## src/rtl/pc_next_seq.sv

```systemverilog
// rtl/pc_next_seq.sv - registered next-PC sequencer with flag forwarding, jump-through-memory wait and flush window
module pc_next_seq #(
    parameter int                 ADDR_W       = 32,
    parameter logic [ADDR_W-1:0]  RESET_PC     = '0,
    parameter int                 FLUSH_CYCLES = 2
) (
    input  logic              clk,
    input  logic              rst_n,
    input  logic              stall,
    input  logic              flag_we,
    input  logic              alu_n,
    input  logic              alu_z,
    input  logic              brn,
    input  logic              brz,
    input  logic              j,
    input  logic              jm,
    input  logic [ADDR_W-1:0] target,
    input  logic [ADDR_W-1:0] mem_rdata,
    input  logic              mem_valid,
    output logic [ADDR_W-1:0] pc,
    output logic [1:0]        pc_src,
    output logic              flush,
    output logic              busy,
    output logic              err
);

    typedef enum logic [1:0] {
        ST_RUN     = 2'd0,
        ST_JM_WAIT = 2'd1,
        ST_FLUSH   = 2'd2
    } state_t;

    localparam int             CNT_W     = (FLUSH_CYCLES < 2) ? 1 : $clog2(FLUSH_CYCLES + 1);
    localparam logic [CNT_W-1:0] CNT_INIT = CNT_W'(FLUSH_CYCLES);
    localparam logic [CNT_W-1:0] CNT_LAST = CNT_W'(1);
    localparam bit             HAS_FLUSH = (FLUSH_CYCLES > 0);

    localparam logic [1:0] SRC_SEQ = 2'd0;
    localparam logic [1:0] SRC_TGT = 2'd1;
    localparam logic [1:0] SRC_MEM = 2'd2;

    state_t            state_q;
    logic [ADDR_W-1:0] pc_q;
    logic [1:0]        pc_src_q;
    logic              flush_q;
    logic              busy_q;
    logic              err_q;
    logic              n_q;
    logic              z_q;
    logic [CNT_W-1:0]  cnt_q;

    logic              n_eff;
    logic              z_eff;
    logic [2:0]        ctl_cnt;
    logic              illegal;
    logic              taken;
    logic [ADDR_W-1:0] pc_inc;

    // Flags written this cycle are forwarded so a branch can use the ALU result directly.
    assign n_eff   = flag_we ? alu_n : n_q;
    assign z_eff   = flag_we ? alu_z : z_q;
    assign ctl_cnt = {2'b00, brn} + {2'b00, brz} + {2'b00, j} + {2'b00, jm};
    assign illegal = (ctl_cnt > 3'd1);
    assign taken   = (ctl_cnt == 3'd1) && ((brn & n_eff) | (brz & z_eff) | j);
    assign pc_inc  = pc_q + {{(ADDR_W-1){1'b0}}, 1'b1};

    always_ff @(posedge clk or negedge rst_n) begin
        if (!rst_n) begin
            state_q  <= ST_RUN;
            pc_q     <= RESET_PC;
            pc_src_q <= SRC_SEQ;
            flush_q  <= 1'b0;
            busy_q   <= 1'b0;
            err_q    <= 1'b0;
            n_q      <= 1'b0;
            z_q      <= 1'b0;
            cnt_q    <= '0;
        end else begin
            if (flag_we) begin
                n_q <= alu_n;
                z_q <= alu_z;
            end
            case (state_q)
                ST_RUN: begin
                    if (!stall) begin
                        if (illegal) begin
                            err_q    <= 1'b1;
                            pc_q     <= pc_inc;
                            pc_src_q <= SRC_SEQ;
                        end else if (jm) begin
                            busy_q  <= 1'b1;
                            state_q <= ST_JM_WAIT;
                        end else if (taken) begin
                            pc_q     <= target;
                            pc_src_q <= SRC_TGT;
                            if (HAS_FLUSH) begin
                                flush_q <= 1'b1;
                                cnt_q   <= CNT_INIT;
                                state_q <= ST_FLUSH;
                            end
                        end else begin
                            pc_q     <= pc_inc;
                            pc_src_q <= SRC_SEQ;
                        end
                    end
                end
                ST_JM_WAIT: begin
                    // Memory target latency is unbounded; only reset leaves this state otherwise.
                    if (mem_valid) begin
                        pc_q     <= mem_rdata;
                        pc_src_q <= SRC_MEM;
                        busy_q   <= 1'b0;
                        if (HAS_FLUSH) begin
                            flush_q <= 1'b1;
                            cnt_q   <= CNT_INIT;
                            state_q <= ST_FLUSH;
                        end else begin
                            state_q <= ST_RUN;
                        end
                    end
                end
                ST_FLUSH: begin
                    if (!stall) begin
                        pc_q     <= pc_inc;
                        pc_src_q <= SRC_SEQ;
                        cnt_q    <= cnt_q - CNT_LAST;
                        if (cnt_q == CNT_LAST) begin
                            flush_q <= 1'b0;
                            state_q <= ST_RUN;
                        end
                    end
                end
                default: begin
                    state_q <= ST_RUN;
                    flush_q <= 1'b0;
                    busy_q  <= 1'b0;
                end
            endcase
        end
    end

    assign pc     = pc_q;
    assign pc_src = pc_src_q;
    assign flush  = flush_q;
    assign busy   = busy_q;
    assign err    = err_q;

endmodule

```

## config.mk

```make
export PLATFORM = sky130hd
export DESIGN_NAME = pc_next_seq
export DESIGN_NICKNAME = d
export VERILOG_FILES = /design/src/rtl/pc_next_seq.sv
export SDC_FILE = /design/constraint.sdc
export NUM_CORES = 1
export LEC_CHECK = 0
export CAP_MARGIN = 30
export CORE_MARGIN = 1
export CORE_UTILIZATION = 40
export CTS_CLUSTER_DIAMETER = 120
export CTS_CLUSTER_SIZE = 28
export DETAILED_ROUTE_END_ITERATION = 8
export HOLD_SLACK_MARGIN = 0.03
export PLACE_DENSITY = 0.73
export SLEW_MARGIN = 20
export SYNTH_ARGS = -nofsm -noshare
export SYNTH_HDL_FRONTEND = slang
export SYNTH_SLANG_ARGS = --single-unit
export TNS_END_PERCENT = 20
```

## constraint.sdc

```tcl
create_clock -name clk -period 5.6 [get_ports clk]
set_input_delay 1.12 -clock clk [delete_from_list [all_inputs] [get_ports clk]]
set_output_delay 1.12 -clock clk [all_outputs]
set_load 0.1 [all_outputs]
```

==> results_dict.tcl, run 1 <==
set metrics [dict create \
    run_status "complete, no violations" \
    antennaDiodeCount 0 \
    cts_tree "done" \
    leakagePower_uw 0.001718 \
    cp_slowest_stage_delay_ns 0.68 \
    synth_cells 330 \
    yosys.area.top_type "dfrtp_1" \
    vias 3052 \
    fin_crit_sh_pct 79.09 \
    slew_headroom_pct 31.64 \
    hold_viol 0 \
    seq_area_frac_synth_pct 35.35 \
    gp_congestion 0.8750 \
    synth-seq-cells 43 \
    syn_area_um2 3044 \
    yosysUniqueCellTypes 51 \
    crit_type "in2reg" \
    max_slew.worst_pin.slew_ns 1.022 \
    worstSkewPairLatency_ns 0.29 \
    routedWlPerCell_um 17.38 \
    synth_edf_count 0 \
    setup_violations 0 \
    area_growth_pct 42.05 \
    synth_nets 414 \
    rsz0062_at_grt "false" \
    die_area_um2 7963 \
    drive_gt1_share_pct 5.492 \
    critical_path.endpoint_type "flop" \
    grt_pass1_wl_um 14140 \
    whs_ns 0.4716 \
    yosys-top-cells-count "dfrtp_1, a21oi_1, a22o_1" \
    rows 31 \
    postRouteAntennaNets 0 \
    fmax_ghz 0.2258 \
    overflow 0 \
    cp-start-kind "primary input" \
    die_w_um 89.24 \
    dp.cells 526 \
    synth_area_per_cell_um2 9.225 \
    critical_path_arrival_ns 4.60 \
    synth_area_leaders "dfrtp_1, a22o_1, xor2_1, a21oi_1, o21ai_0" \
    hp-class "reg2reg" \
    path_clk_slew_ns 0.07 \
    ios 112 \
    cp.required_ns 5.77 \
    portBuffers 111 \
    ctsHoldBuffers 0 \
    wl_um 9315 \
    cts_buffer_depth 2 \
    drc 0 \
    setup_tns_ns 0 \
    drtIter0Drc 182 \
    viasPerCell 5.694 \
    fin_ws_ns 1.171 \
    first_pass_iters 4 \
    initial_core_util_pct 41.75 \
    clock-sinks 43 \
    drv_cap 0 \
    yosysWarnings 0 \
    die_h_um 89.24 \
    fin_worst_skew_ns 0.008707 \
    grt_max_degree 24 \
    synth_top_area_share_pct 35.35 \
    yosys_most_used_dff "dfrtp_1" \
    pre_cts_ws_ns 0.8662 \
    period_needed_ns 4.429 \
    antenna_found_initial 0 \
    cts_resized 0 \
    dp_hpwl_um 6863 \
    layout.nets 520 \
    synth.most_common_cell "dfrtp_1" \
    cts_root_buffer "clkbuf_8" \
    fin_cells 536 \
    postCtsSetupBuffers 0 \
    grt_pass1_vias 2834 \
    p_per_area_nw_per_um2 503.5 \
    crit_fanout 21 \
    worstPathCellList "clkdlybuf4s50_1, inv_1, fa_1, inv_1, ha_1, inv_1, ha_1, and3_1, or4_1, buf_4, a22o_1, a221o_1" \
    track_usage_pct 23.36 \
    htreeDepth 2 \
    cts_inserted_buffers 5 \
    vdd_ir_drop_max_mv 0.2802 \
    final_max_slew_viol_count 0 \
    synthArstFlopShare_pct 100.0 \
    critPathSlowestCell "or4_1" \
    final_util_pct 59.30 \
    coreArea_um2 7292 \
    cpMostUsedCell "inv_1" \
]
[per-stage QoR]
stage / total power [uW] / instance area, um2
after floorplan: 1610 / 3044
after global placement: 1951 / 4210
after detailed placement: 1978 / 4230
after CTS: 2176 / 4312
after global routing: 2288 / 4324
final: 2177 / 4324
[layer usage]
layer | part of all wire (%) | wire [um] | global-route usage [%] | vias up
li1 | - | - | - | 1476
met1 | 45 | 4198 | 31.84 | 1461
met5 | 0 | 0 | 0 | -
met2 | 48 | 4484 | 39.00 | 109
met4 | 1.1 | 107 | 5.051 | 0
met3 | 5.6 | 525 | 4.063 | 6
[cell families (layout without fill, tap and decap cells)]
family	count (synthesis)	in the layout	synth area share [%]
flops	43	43	35.35
simple gates	92	92	17.76
buf+inv	34	141	5.549
fa+ha+maj	9	9	3.946
xor+xnor	29	29	8.343
compound gates	111	111	24.95
mux	12	12	4.110
[power breakdown]
| part | switching [uW] | internal, uW | total, uW |
|---|---|---|---|
| logic | 1000 | 424 | 1430 |
| clock network | 107 | 87.8 | 195 |
| registers | 146 | 409 | 556 |
[layout by cell type (no fill, tap or decap), types with 12 or more instances in the layout]
master,instances
clkdlybuf4s50_1,110
a21oi_1,27
xor2_1,16
nand2_1,15
nand4_1,13
a22o_1,24
dfrtp_1,43
o21ai_0,23
nand3_1,12
inv_1,14
xnor2_1,13
[worst paths after layout]
path	start	to	slack, ns	cells past startpoint
max in group asynchronous	rst_n	pc[28]	4.28	2
worst max register to register	state_q[0]	pc[28]	2.81	7
worst max-delay path	jm	pc[28]	1.17	12
min in group asynchronous	rst_n	pc[2]	0.80	1
worst min register to register	err	err	0.47	1
worst min-delay path	err	err	0.47	1
[critical path, delay by kind of cell]
kind | cells | cell delay, ns
AND/OR/NAND/NOR | 2 | 0.96
buffers and inverters | 5 | 1.11
AO/OA/AOI/OAI | 2 | 0.52
adder cells (fa/ha/maj) | 3 | 0.88
[area by class of cell]
| class | count | area (um2) |
|---|---|---|
| Clock inverter | 1 | 5.005 |
| Timing Repair Buffer | 119 | 1176 |
| Multi-Input combinational cell | 253 | 1814 |
| Fill cell | 655 | 2968 |
| Tap cell | 99 | 123.9 |
| Inverter | 14 | 52.55 |
| Clock buffer | 7 | 76.32 |
| Sequential cell | 43 | 1076 |
[sequential cells by signal, indices dropped and copies added (netlist names)]
name	flops
busy	1
cnt_q	2
err	1
flush	1
n_q	1
pc	32
pc_src	2
state_q	2
z_q	1
No activity file was read; power rests on OpenSTA's default activity.
==> inputs of run 2 (changes only) <==
--- a/config.mk
+++ b/config.mk
@@ -12,7 +12,7 @@
 export CTS_CLUSTER_SIZE = 28
 export DETAILED_ROUTE_END_ITERATION = 8
 export HOLD_SLACK_MARGIN = 0.03
-export PLACE_DENSITY = 0.73
+export PLACE_DENSITY = 0.76
 export SLEW_MARGIN = 20
 export SYNTH_ARGS = -nofsm -noshare
 export SYNTH_HDL_FRONTEND = slang
==> constraint.sdc (replaced) <==
create_clock -name clk -period 3.9 [get_ports clk]
set_input_delay 0.78 -clock clk [delete_from_list [all_inputs] [get_ports clk]]
set_output_delay 0.78 -clock clk [all_outputs]
set_load 0.1 [all_outputs]
==> results_dict.tcl, run 2 (same netlist as run 1, synthesis figures left out) <==
set metrics [dict create \
    hp-class "in2async" \
    r2r_setup_slack_ns 1.42 \
    dp.cells 532 \
    critPathSlowestCell "clkdlybuf4s50_1" \
    crit_type "in2reg" \
    drive_gt1_share_pct 6.576 \
    critical_path.endpoint_type "flop" \
    rows 31 \
    cp.required_ns 4.06 \
    worstPathCellList "clkdlybuf4s50_1, inv_1, fa_1, inv_1, ha_1, inv_1, ha_1, nor3b_1, a32o_1, o21ai_1, a21oi_1, buf_4, o21ai_0" \
    overflow 0 \
    drc 0 \
    first_pass_iters 6 \
    path_clk_slew_ns 0.08 \
    cts_resized 0 \
    run_status "complete, no violations" \
    dp_hpwl_um 6748 \
    die_w_um 89.24 \
    viasPerCell 5.720 \
    grt_pass1_wl_um 14470 \
    leakagePower_uw 0.001748 \
    regArea_um2 1076 \
    vias 3089 \
    postCtsSetupBuffers 0 \
    max_slew.worst_pin.slew_ns 1.026 \
    final_max_slew_viol_count 0 \
    period_needed_ns 3.659 \
    fmax_ghz 0.2733 \
    track_usage_pct 23.74 \
    grt_max_degree 44 \
    worstSkewPairLatency_ns 0.30 \
    die_area_um2 7963 \
    antennaDiodeCount 0 \
    vdd_ir_drop_max_mv 0.5876 \
    routedWlPerCell_um 16.77 \
    slew_headroom_pct 31.36 \
    coreArea_um2 7292 \
    clock-sinks 43 \
    final_cell_mix "clkdlybuf4s50_1, dfrtp_1, a21oi_1, a22o_1, o21ai_0" \
    fin_ws_ns 0.2412 \
    setup_tns_ns 0 \
    hold_viol 0 \
    portBuffers 111 \
    initial_core_util_pct 41.75 \
    layout.nets 524 \
    whs_ns 0.4690 \
    pre_cts_ws_ns -0.02578 \
    postRouteAntennaNets 0 \
    rsz0062_at_grt "false" \
    grt_pass1_vias 3008 \
    gp_congestion 0.8920 \
    final_util_pct 60.04 \
    largest_reg_flops 32 \
    die_h_um 89.24 \
    cts_inserted_buffers 5 \
    cpMostUsedCell "inv_1" \
    wl_um 9055 \
    fin_worst_skew_ns 0.005968 \
    cts_tree "done" \
    ctsHoldBuffers 0 \
    area_growth_pct 43.81 \
    cp-start-kind "primary input" \
    drtIter0Drc 187 \
    cts_root_buffer "clkbuf_8" \
    crit_fanout 20 \
    multiInputGateArea_um2 1814 \
    critical_path_arrival_ns 3.82 \
    p_per_area_nw_per_um2 727.4 \
    fin_crit_sh_pct 93.82 \
    final_common_cell "clkdlybuf4s50_1" \
    cp_slowest_stage_delay_ns 0.53 \
    fill_cells 698 \
    setup_violations 0 \
    fin_cells 540 \
    ios 112 \
    antenna_found_initial 0 \
    drv_cap 0 \
    cts_buffer_depth 2 \
    htreeDepth 2 \
]
run 2: cell types whose count changed in the layout (fill, tap and decap cells not counted):
cell	previous run	this run
clkbuf_8	5	7
clkbuf_1	2	1
clkinv_2	1	0
buf_2	1	0
buf_4	5	12
clkbuf_2	1	0
clkbuf_4	1	0
run 2: stage by stage:
step / total power (uW) / area, um2
6_report: 3184 / 4378
5_1_grt: 3361 / 4378
4_1_cts: 3188 / 4375
3_5_place_dp: 2864 / 4275
3_3_place_gp: 2830 / 4275
2_1_floorplan: 2311 / 3044
run 2: final timing paths:
kind,end,cells past startpoint,startpoint
min in group clk,err,1,err
worst max-delay path,pc[15],13,jm
worst max register to register,cnt_q[0],7,state_q[1]
worst min register to register,err,1,err
worst min-delay path,pc[5],1,rst_n
max in group asynchronous,busy,1,rst_n
run 2: worst max-delay path: cells and delay by family:
| family | cells | cell delay, ns |
|---|---|---|
| and+or+nand+nor | 1 | 0.40 |
| adders and majority gates | 3 | 0.91 |
| AOI/OAI and AO/OA | 4 | 0.74 |
| buffers and inverters | 5 | 0.98 |
run 2: metal layers:
metal	vias to the layer above	global-route usage [%]	wire length, um
met3	14	4.617	565
met5	-	0	0
met1	1478	31.43	3918
li1	1481	-	-
met2	116	40.18	4460
met4	0	5.483	109
run 2: area by class of cell:
class                   count  area share [%]
clock buffers               8           2.286
flip-flops and latches     43           24.58
well taps                  99           2.829
repair buffers            123           27.67
inverters                  14           1.200
multi-input cells         253           41.44
run 2: power breakdown:
part           internal, uW  switching, uW
Combinational           627           1450
Clock                   162            154
Sequential              588            204
Total                  1380           1810
